`config.mk`:
```
export PLATFORM = sky130hd
export DESIGN_NAME = uart_msg_tx
export DESIGN_NICKNAME = d
export VERILOG_FILES = /design/src/rtl/uart_msg_tx.sv
export SDC_FILE = /design/constraint.sdc
export NUM_CORES = 1
export LEC_CHECK = 0
export CAP_MARGIN = 20
export CORE_MARGIN = 1
export CORE_UTILIZATION = 35
export DETAILED_ROUTE_END_ITERATION = 10
export PLACE_DENSITY = 0.66
export SLEW_MARGIN = 10
export SYNTH_ARGS = -nofsm -noshare
export SYNTH_HDL_FRONTEND = slang
export SYNTH_SLANG_ARGS = --single-unit
```
`constraint.sdc`:
```
create_clock -name clk_3125 -period 15.5 [get_ports clk_3125]
set_input_delay 3.1 -clock clk_3125 [delete_from_list [all_inputs] [get_ports clk_3125]]
set_output_delay 3.1 -clock clk_3125 [all_outputs]
set_load 0.02 [all_outputs]
```
`src/rtl/uart_msg_tx.sv`:
```
// -----------------------------------------------------------------------------
// uart_msg_tx
//
// Purpose:
//   Transmit side of the 8-byte UART message link. A start request latches
//   eight message bytes into an internal buffer and sends them back-to-back
//   as UART frames on tx: data0 first, LSB first, one start bit, eight data
//   bits, an optional even-parity bit and one stop bit. Each bit lasts
//   CLKS_PER_BIT cycles of clk_3125.
//
// Configuration:
//   UART_TX_PARITY_EN  defined     -> 8E1 frames (even-parity bit after bit 7)
//                      not defined -> 8N1 frames (no parity state, no parity logic)
//
// Ports:
//   clk_3125   in   3.125 MHz clock; all logic runs on its rising edge
//   rst        in   synchronous active-high reset (wins over start)
//   start      in   send request; acted on only while idle
//   data0..7   in   message bytes, data0 is sent first
//   tx         out  serial line, idle high (registered)
//   busy       out  high from the cycle after start is accepted until the
//                   final stop bit ends
//   done       out  one-cycle pulse when the stop bit of data7 completes
//   byte_idx   out  index of the byte on the line, 0 when idle
//   state_dbg  out  current FSM state encoding, for observation only
//
// Handshake: start is a level request with no ready. It is accepted on any
// clock edge where the FSM is IDLE and rst is low; while a message is in
// flight start is ignored and the buffer is not reloaded. Because the FSM is
// IDLE in the done cycle, a start held high repeats the message with exactly
// one idle-high cycle between messages.
// -----------------------------------------------------------------------------
module uart_msg_tx #(
   parameter int CLKS_PER_BIT = 27,
   parameter int NUM_BYTES    = 8
) (
   input  logic       clk_3125,
   input  logic       rst,
   input  logic       start,
   input  logic [7:0] data0,
   input  logic [7:0] data1,
   input  logic [7:0] data2,
   input  logic [7:0] data3,
   input  logic [7:0] data4,
   input  logic [7:0] data5,
   input  logic [7:0] data6,
   input  logic [7:0] data7,
   output logic       tx,
   output logic       busy,
   output logic       done,
   output logic [2:0] byte_idx,
   output logic [2:0] state_dbg
);

   localparam int              BAUD_W    = (CLKS_PER_BIT > 1) ? $clog2(CLKS_PER_BIT) : 1;
   localparam logic [BAUD_W-1:0] BAUD_LAST = BAUD_W'(CLKS_PER_BIT - 1);
   localparam logic [2:0]      LAST_BYTE = 3'(NUM_BYTES - 1);

`ifdef UART_TX_PARITY_EN
   typedef enum logic [2:0] {
      IDLE       = 3'd0,
      START_BIT  = 3'd1,
      DATA_BITS  = 3'd2,
      PARITY_BIT = 3'd3,
      STOP_BIT   = 3'd4
   } state_t;
`else
   typedef enum logic [2:0] {
      IDLE      = 3'd0,
      START_BIT = 3'd1,
      DATA_BITS = 3'd2,
      STOP_BIT  = 3'd4
   } state_t;
`endif

   state_t            state;
   logic [BAUD_W-1:0] baud_cnt;
   logic [2:0]        bit_cnt;
   logic [7:0]        msg_buf [NUM_BYTES];
   logic              baud_last;

   assign baud_last = (baud_cnt == BAUD_LAST);
   assign state_dbg = state;

   // tx is registered and always loaded with the value of the bit being
   // entered, so every bit occupies exactly CLKS_PER_BIT cycles on the pin.
   always_ff @(posedge clk_3125) begin
      if (rst) begin
         state    <= IDLE;
         tx       <= 1'b1;
         busy     <= 1'b0;
         done     <= 1'b0;
         byte_idx <= 3'd0;
         bit_cnt  <= 3'd0;
         baud_cnt <= '0;
         for (int i = 0; i < NUM_BYTES; i++) begin
            msg_buf[i] <= 8'h00;
         end
      end else begin
         done <= 1'b0;
         case (state)
            IDLE: begin
               tx       <= 1'b1;
               busy     <= 1'b0;
               byte_idx <= 3'd0;
               bit_cnt  <= 3'd0;
               baud_cnt <= '0;
               if (start) begin
                  msg_buf[0] <= data0;
                  msg_buf[1] <= data1;
                  msg_buf[2] <= data2;
                  msg_buf[3] <= data3;
                  msg_buf[4] <= data4;
                  msg_buf[5] <= data5;
                  msg_buf[6] <= data6;
                  msg_buf[7] <= data7;
                  state      <= START_BIT;
                  tx         <= 1'b0;
                  busy       <= 1'b1;
               end
            end

            START_BIT: begin
               if (baud_last) begin
                  baud_cnt <= '0;
                  bit_cnt  <= 3'd0;
                  tx       <= msg_buf[byte_idx][0];
                  state    <= DATA_BITS;
               end else begin
                  baud_cnt <= baud_cnt + 1'b1;
               end
            end

            DATA_BITS: begin
               if (baud_last) begin
                  baud_cnt <= '0;
                  if (bit_cnt == 3'd7) begin
`ifdef UART_TX_PARITY_EN
                     tx    <= ^msg_buf[byte_idx];
                     state <= PARITY_BIT;
`else
                     tx    <= 1'b1;
                     state <= STOP_BIT;
`endif
                  end else begin
                     bit_cnt <= bit_cnt + 3'd1;
                     tx      <= msg_buf[byte_idx][bit_cnt + 3'd1];
                  end
               end else begin
                  baud_cnt <= baud_cnt + 1'b1;
               end
            end

`ifdef UART_TX_PARITY_EN
            PARITY_BIT: begin
               if (baud_last) begin
                  baud_cnt <= '0;
                  tx       <= 1'b1;
                  state    <= STOP_BIT;
               end else begin
                  baud_cnt <= baud_cnt + 1'b1;
               end
            end
`endif

            STOP_BIT: begin
               if (baud_last) begin
                  baud_cnt <= '0;
                  if (byte_idx == LAST_BYTE) begin
                     // Message complete: idle for at least this one cycle.
                     state    <= IDLE;
                     tx       <= 1'b1;
                     busy     <= 1'b0;
                     done     <= 1'b1;
                     byte_idx <= 3'd0;
                  end else begin
                     // Next byte's start bit follows with no idle gap.
                     byte_idx <= byte_idx + 3'd1;
                     tx       <= 1'b0;
                     state    <= START_BIT;
                  end
               end else begin
                  baud_cnt <= baud_cnt + 1'b1;
               end
            end

            default: begin
               state <= IDLE;
               tx    <= 1'b1;
               busy  <= 1'b0;
            end
         endcase
      end
   end

endmodule
```
==> impl_metrics.yaml, run 1 <==
floorplanning:
  start_util_pct: 36.4
  fp.dieH_microns: 109
  io_pins: 76
  dieArea_sq_um: 11900
  core_area_sq_um: 11000
  row_count: 38
  die_w_microns: 109
clock_network:
  clk_pin_slew_ns: 0.07
  post_cts_buffers: 0
  numCtsBuffers: 9
  cts_hold_buf: 0
  cts_resized: 0
  h-tree-depth: 3
  numClockSinks: 84
  clockBufferDepth: 2
  root_buffer: "clkbuf_16"
  clkLatencyLatePin_ns: 0.34
  cts_tree: "yes"
drt:
  dr.pass1.iters: 4
  drcViolationCount: 0
  num_vias: 2748
  via_per_inst: 5.03
  wire_per_inst_microns: 14.6
  final_antenna_net_count: 0
  drtIter0Drc: 101
  routed_wl_microns: 7960
sta:
  fin_worst_skew_ns: 0.0111
  max_slew.worst_pin.slew_ns: 0.992
  fin_ws_ns: 10.55
  fmax_mhz: 202
  hold_violations: 0
  rsz0062_at_grt: "false"
  period_needed_ns: 4.95
  setup-tns-final_ns: 0
  slew_headroom_pct: 33.8
  setup_viol_count_final: 0
  post-route-period-util_pct: 31.9
  slew_viol_final: 0
finish:
  fin_area_sq_um: 5170
  drive_above_1_share_pct: 7.88
  layout_common_cells: "75 x clkdlybuf4s50_1, 64 x edfxtp_1, 50 x and2_1, 23 x nor2_1"
  layout_commonest_cell: "clkdlybuf4s50_1"
  antenna_cells: 0
  areaGrowthSynthToFinish_pct: 28.7
  final_nets: 474
synth:
  yosys.area_share.adder_pct: 1.87
  synth-compound-area-share_pct: 9.66
  synth_fp_nets: 405
  synth_top_family_by_area: "simple AND/OR/NAND/NOR gates"
  synth_simple_gate_area_share_pct: 18.4
  syn_inst: 332
  synth_cell_types: 51
  avgSynthCellArea_sq_um: 12.1
  synthArstFlopShare_pct: 0
  synth.yosys.seq_area_share_pct: 57.8
  synth_seq_cells: 84
  synth_top_flop_cell: "edfxtp_1"
  ys_warn_count: 0
  synth_mux_area_share_pct: 9.22
  synth_edf_count: 64
  synth_area_sq_um: 4020
  synth_xor_area_share_pct: 0.218
power_and_ir_drop:
  p_leak_nw: 1.84
  irDropWorstVdd_mv: 0.0439
  power_density_nw_per_um2: 98.0
  power_w: 0.000506
setup_path:
  cp_cell_sequence: "clkdlybuf4s50_1"
  critPathTopFamily: "flip-flops"
  crit_fanout: 19
  r2r_end: "tx"
  cp.required_ns: 12.40
  path_class: "reg2out"
  r2r_cells: 5
  cp.buffers_inverters: 1
  cp.arrival_ns: 1.85
  worstSetupEndpointType: "output pin"
  cp-startpoint: "state_dbg[2]"
  slowest_stage: "dfxtp_1"
  cp-endpoint: "state_dbg[2]"
  max_stage_delay_ns: 0.78
  r2r_slack_ns: 12.93
  startpoint_type: "flop"
  crit_cells: 1
place:
  place_congestion: 0.745
  dp_slack_ns: 10.27
  dp_hpwl_microns: 5540
  place_area_sq_um: 4890
  port_buffers: 75
worst_hold_path:
  hp-class: "reg2reg"
global_routing:
  grt_overflow_total: 0
  grt_max_degree: 65
  grt_pass1_wl_microns: 12900
  antenna_found_initial: 0
  track_usage_pct: 14.4
  grt_pass1_vias: 2717
flow_run:
  max-cap-violations: 0
outcome:
  outcome: "complete, no violations"
==> synth_stat cells, types with 7 or more instances <==
cell type | count | area [sq um]
a21oi_1 | 11 | 55.1
mux2i_1 | 19 | 190
edfxtp_1 | 64 | 1920
clkbuf_1 | 13 | 48.8
dfxtp_1 | 20 | 400
and2_1 | 50 | 313
nor2_1 | 23 | 86.3
mux2_2 | 7 | 78.8
nor2b_1 | 20 | 125
o21ai_0 | 8 | 40.0
nand2_1 | 12 | 45.0
==> flip-flops by register name (all words and copies together) (netlist names), named ones only <==
name	flops
msg_buf	64
baud_cnt	5
bit_cnt	3
byte_idx	3
state_dbg	3
busy	1
done	1
tx	1
==> through the flow <==
stage | instances | hold WS, ns | utilization (%)
final | 546 | 0.486 | 46.9
after detailed placement | 530 | 0.475 | 44.3
after global placement | 530 | 0.462 | 44.3
after global routing | 546 | 0.514 | 46.9
after floorplan | 332 | 0.454 | -
after CTS | 546 | 0.490 | 46.9
==> kinds of logic after synthesis <==
group	count (synthesis)
AOI/OAI and AO/OA	55
xor gates and xnor gates	1
adders and majority gates	6
buffers and inverters	25
DFF	84
muxes	30
and+or+nand+nor	131
==> worst min-delay path: stages, from the launching register on <==
cell and delay, ns:
dfxtp_1 0.31, o21ai_0 0.07, a21oi_1 0.06
==> worst min-delay path by stage <==
stage | slack [ns] | start | to | cells after the start
finish | 0.49 | bit_cnt[2] | bit_cnt[2] | 2
global route | 0.51 | bit_cnt[2] | bit_cnt[2] | 2
CTS | 0.49 | bit_cnt[2] | bit_cnt[2] | 2
detailed placement | 0.47 | bit_cnt[2] | bit_cnt[2] | 2
global placement | 0.46 | bit_cnt[2] | bit_cnt[2] | 2
floorplan | 0.45 | bit_cnt[2] | bit_cnt[2] | 2
==> area by class of cell <==
| type | count | area (sq um) |
|---|---|---|
| clock buffers | 9 | 225 |
| clock inverters | 7 | 57.6 |
| fillers | 1015 | 5860 |
| inverters | 5 | 18.8 |
| multi-input cells | 223 | 1600 |
| flip-flops and latches | 84 | 2320 |
| well taps | 140 | 175 |
| repair buffers | 78 | 773 |
==> layer usage <==
layer	track usage [%]	up-vias	routed length, microns
li1	-	1368	-
met1	17.6	1291	3560
met2	24.7	78	3830
met3	2.69	11	445
met4	6.56	0	119
met5	0	-	0
==> power breakdown <==
part           switching [W]  internal, W
Clock              0.0000906     0.000111
Combinational      0.0000178    0.0000250
Sequential        0.00000444     0.000258
Total               0.000113     0.000394
(Power assumes the default switching activity.)
==> inputs of run 2 (changes only) <==
--- a/config.mk
+++ b/config.mk
@@ -9,7 +9,7 @@
 export CORE_MARGIN = 1
 export CORE_UTILIZATION = 35
 export DETAILED_ROUTE_END_ITERATION = 10
-export PLACE_DENSITY = 0.66
+export PLACE_DENSITY = 0.69
 export SLEW_MARGIN = 10
 export SYNTH_ARGS = -nofsm -noshare
 export SYNTH_HDL_FRONTEND = slang
==> constraint.sdc (replaced) <==
create_clock -name clk_3125 -period 4 [get_ports clk_3125]
set_input_delay 0.8 -clock clk_3125 [delete_from_list [all_inputs] [get_ports clk_3125]]
set_output_delay 0.8 -clock clk_3125 [all_outputs]
set_load 0.02 [all_outputs]
==> impl_metrics.yaml, run 2 (synthesized netlist as in run 1, its figures left out) <==
outcome:
  outcome: "complete, no violations"
power_and_ir_drop:
  p_leak_nw: 1.86
  irDropWorstVdd_mv: 0.189
  power_density_nw_per_um2: 390
worst_hold_path:
  hold_path_startpoint: "bit_cnt[2]"
  whs_path_depth: 2
  hp-class: "reg2reg"
  whs_endpoint: "bit_cnt[2]"
clock_network:
  cts_resized: 0
  root_buffer: "clkbuf_16"
  clockBufferDepth: 2
  post_cts_buffers: 0
  cts_tree: "yes"
  numCtsBuffers: 9
  numClockSinks: 84
  clk_pin_slew_ns: 0.06
  h-tree-depth: 3
  cts_hold_buf: 0
  clkLatencyLatePin_ns: 0.34
floorplanning:
  start_util_pct: 36.4
  row_count: 38
  fp.dieH_microns: 109
  io_pins: 76
  die_w_microns: 109
  dieArea_sq_um: 11900
  core_area_sq_um: 11000
global_routing:
  track_usage_pct: 14.4
  grt_pass1_wl_microns: 12900
  grt_pass1_vias: 2768
  grt_max_degree: 49
  antenna_found_initial: 0
  grt_overflow_total: 0
setup_path:
  crit_fanout: 19
  path_class: "reg2out"
  cp.buffers_inverters: 1
  cp_cell_sequence: "clkdlybuf4s50_1"
  cp.required_ns: 3.20
  r2r_slack_ns: 1.44
  cp.arrival_ns: 1.83
  worstSetupEndpointType: "output pin"
  max_stage_delay_ns: 0.76
  crit_cells: 1
  slowest_stage: "dfxtp_1"
  critPathTopFamily: "flip-flops"
  cp-startpoint: "state_dbg[2]"
  startpoint_type: "flop"
  r2r_end: "tx"
  r2r_cells: 5
finish:
  fillers: 1022
  final_nets: 474
  areaGrowthSynthToFinish_pct: 29.6
  layout_common_cells: "75 x clkdlybuf4s50_1, 64 x edfxtp_1, 50 x and2_1, 23 x nor2_1"
  largest_register_ffs: 64
  layout_commonest_cell: "clkdlybuf4s50_1"
  fin_area_sq_um: 5210
  drive_above_1_share_pct: 8.13
  registers.top_by_ff_count: "msg_buf"
  reg_top3: "msg_buf x64, baud_cnt x5"
  antenna_cells: 0
sta:
  hold-worst-slack_ns: 0.493
  fmax_mhz: 381
  period_needed_ns: 2.63
  post-route-period-util_pct: 65.7
  slew_viol_final: 0
  rsz0062_at_grt: "false"
  setup_viol_count_final: 0
  setup-tns-final_ns: 0
  hold_violations: 0
  fin_worst_skew_ns: 0.00502
  max_slew.worst_pin.slew_ns: 1.04
  slew_headroom_pct: 30.8
drt:
  num_vias: 2758
  wire_per_inst_microns: 14.7
  routed_wl_microns: 8030
  dr.pass1.iters: 4
  via_per_inst: 5.05
  drtIter0Drc: 101
  final_antenna_net_count: 0
  drcViolationCount: 0
place:
  place_area_sq_um: 4900
  place_congestion: 0.769
  port_buffers: 75
  dp_hpwl_microns: 5630
flow_run:
  max-cap-violations: 0
-- run 2: changes by cell type in the layout (fill, tap and decap cells not counted), sizes merged --
| cell | before | now |
|---|---|---|
| bufinv | 0 | 1 |
| inv | 9 | 8 |
-- run 2: cell type report --
type                            instances  area, sq um  area share, %
Tap cell                              140          175           3.36
Multi-Input combinational cell        223         1600           30.7
Inverter                                5         18.8          0.360
Clock buffer                            9          225           4.33
Clock inverter                          7         82.6           1.59
Sequential cell                        84         2320           44.6
Timing Repair Buffer                   78          786           15.1
-- run 2: where the power goes --
group / internal, W / leakage, nW / switching, W / total [W]
clock network: 0.000494 / 0.150 / 0.000352 / 0.000846
registers: 0.000998 / 0.849 / 0.0000172 / 0.00102
logic: 0.0000986 / 0.860 / 0.0000706 / 0.000169
-- run 2: worst max path at each step --
| stage | to | slack (ns) |
|---|---|---|
| floorplan | msg_buf[0][0] | 1.0 |
| global placement | msg_buf[1][7] | 1.24 |
| finish | state_dbg[2] | 1.37 |
| detailed placement | msg_buf[3][6] | 1.20 |
| global route | state_dbg[2] | 1.29 |
| CTS | state_dbg[2] | 1.35 |
-- run 2: tightest hold or removal path: cells and delay by family (launching register included) --
kind | cells | cell delay (ns)
AOI/OAI and AO/OA | 2 | 0.13
DFF | 1 | 0.31
-- run 2: stage by stage --
| stage | util, % | setup WS (ns) | power [W] | cells |
|---|---|---|---|---|
| global route | 47.2 | 1.29 | 0.00210 | 546 |
| detailed placement | 44.4 | 1.20 | 0.00120 | 530 |
| finish | 47.2 | 1.37 | 0.00203 | 546 |
| global placement | 44.4 | 1.24 | 0.00120 | 530 |
| CTS | 47.2 | 1.35 | 0.00204 | 546 |
| floorplan | - | 1.00 | 0.00111 | 332 |
-- run 2: routing by layer --
layer | GRT usage (%) | share of wire, %
met5 | 0 | 0
met4 | 5.69 | 1.4
met3 | 3.65 | 5.5
met2 | 23.6 | 48
met1 | 18.0 | 45
==> inputs of run 3 (changes only) <==
==> constraint.sdc (replaced) <==
create_clock -name clk_3125 -period 2.21 [get_ports clk_3125]
set_input_delay 0.442 -clock clk_3125 [delete_from_list [all_inputs] [get_ports clk_3125]]
set_output_delay 0.442 -clock clk_3125 [all_outputs]
set_load 0.02 [all_outputs]
==> impl_metrics.yaml, run 3 (synthesized netlist as in run 1, its figures left out) <==
finish:
  reg_top3: "msg_buf x64, baud_cnt x5"
  fin_util_pct: 47.9
  areaGrowthSynthToFinish_pct: 31.7
  fin_area_sq_um: 5290
  registers.top_by_ff_count: "msg_buf"
  drive_above_1_share_pct: 10.4
  layout_commonest_cell: "clkdlybuf4s50_1"
  final_cell_count_no_fill: 555
  largest_register_ffs: 64
  antenna_cells: 0
  final_nets: 483
  layout_common_cells: "75 x clkdlybuf4s50_1, 64 x edfxtp_1, 50 x and2_1, 23 x nor2_1, 20 x nor2b_1"
global_routing:
  grt_pass1_wl_microns: 13400
  grt_max_degree: 47
  grt_pass1_vias: 2764
  grt_overflow_total: 0
  track_usage_pct: 15.0
  antenna_found_initial: 0
floorplanning:
  dieArea_sq_um: 11900
  die_w_microns: 109
  io_pins: 76
  row_count: 38
  core_area_sq_um: 11000
  fp.dieH_microns: 109
  start_util_pct: 36.4
drt:
  dr.pass1.iters: 4
  wire_per_inst_microns: 14.7
  drcViolationCount: 0
  via_per_inst: 4.96
  routed_wl_microns: 8190
  drtIter0Drc: 102
  final_antenna_net_count: 0
  num_vias: 2754
sta:
  post-route-period-util_pct: 93.7
  fin_worst_skew_ns: 0.00516
  period_needed_ns: 2.07
  max_slew.worst_pin.slew_ns: 0.484
  hold_violations: 0
  slew_viol_final: 0
  setup-tns-final_ns: 0
  rsz0062_at_grt: "false"
  slew_headroom_pct: 66.8
  fmax_mhz: 483
  setup_viol_count_final: 0
place:
  place_congestion: 0.894
  place_area_sq_um: 4990
  dp.cells: 539
  dp_hpwl_microns: 6060
  port_buffers: 75
clock_network:
  cts_tree: "yes"
  clockBufferDepth: 2
  post_cts_buffers: 0
  h-tree-depth: 3
  clkLatencyLatePin_ns: 0.33
  clk_pin_slew_ns: 0.07
  root_buffer: "clkbuf_16"
  numCtsBuffers: 9
  numClockSinks: 84
  cts_hold_buf: 0
  cts_resized: 0
power_and_ir_drop:
  power_density_nw_per_um2: 691
  clkPwrFrac_pct: 41.1
  netSwitchingFraction_pct: 21.3
  irDropWorstVdd_mv: 0.483
  combPwrFrac_pct: 8.5
  p_int_w: 0.00287
  p_leak_nw: 1.90
  pwr-share-seq_pct: 50.3
  p_switching_w: 0.000777
flow_run:
  max-cap-violations: 0
setup_path:
  crit_fanout: 12
  cp.required_ns: 1.77
  cp_cell_sequence: "clkdlybuf4s50_1"
  max_stage_delay_ns: 0.69
  path_class: "reg2out"
  worstSetupEndpointType: "output pin"
  slowest_stage: "clkdlybuf4s50_1"
  cp.arrival_ns: 1.63
  cp.buffers_inverters: 1
  startpoint_type: "flop"
  r2r_slack_ns: 0.15
  critPathTopFamily: "buffers and inverters"
outcome:
  outcome: "complete, no violations"
worst_hold_path:
  hp-class: "reg2reg"
run 3: final cells by class:
cell class | instances | area [sq um]
fillers | 1020 | 5740
flip-flops and latches | 84 | 2320
multi-input cells | 223 | 1600
repair buffers | 87 | 866
clock buffers | 10 | 229
well taps | 140 | 175
clock inverters | 6 | 71.3
inverters | 5 | 18.8
run 3: path summary, 6_finish.rpt:
path,start,endpoint,cells after the start
worst max-delay path,state_dbg[0],state_dbg[0],1
worst min-delay path,bit_cnt[2],bit_cnt[2],2
worst max register to register,bit_cnt[0],tx,6
worst min register to register,bit_cnt[2],bit_cnt[2],2
run 3: through the flow:
| stage | total power (W) | worst slack, ns | hold WS, ns |
|---|---|---|---|
| final | 0.00365 | 0.138 | 0.486 |
| after global routing | 0.00377 | 0.0521 | 0.497 |
| after CTS | 0.00369 | 0.133 | 0.488 |
| after detailed placement | 0.00219 | 0.215 | 0.477 |
| after global placement | 0.00218 | 0.295 | 0.465 |
| after floorplan | 0.00200 | 0.0103 | 0.454 |
run 3: power groups by stage:
stage               combinational, W  sequential (W)  clock (W)
finish                      0.000312         0.00184    0.00150
global route                0.000341         0.00185    0.00158
CTS                         0.000316         0.00184    0.00153
detailed placement          0.000315         0.00187          0
global placement            0.000311         0.00187          0
floorplan                   0.000139         0.00187          0
run 3: per-layer routing:
layer,wire length [microns],track usage [%]
met1,3760,19.0
met2,3880,25.1
met3,403,2.99
met4,138,5.98
met5,0,0
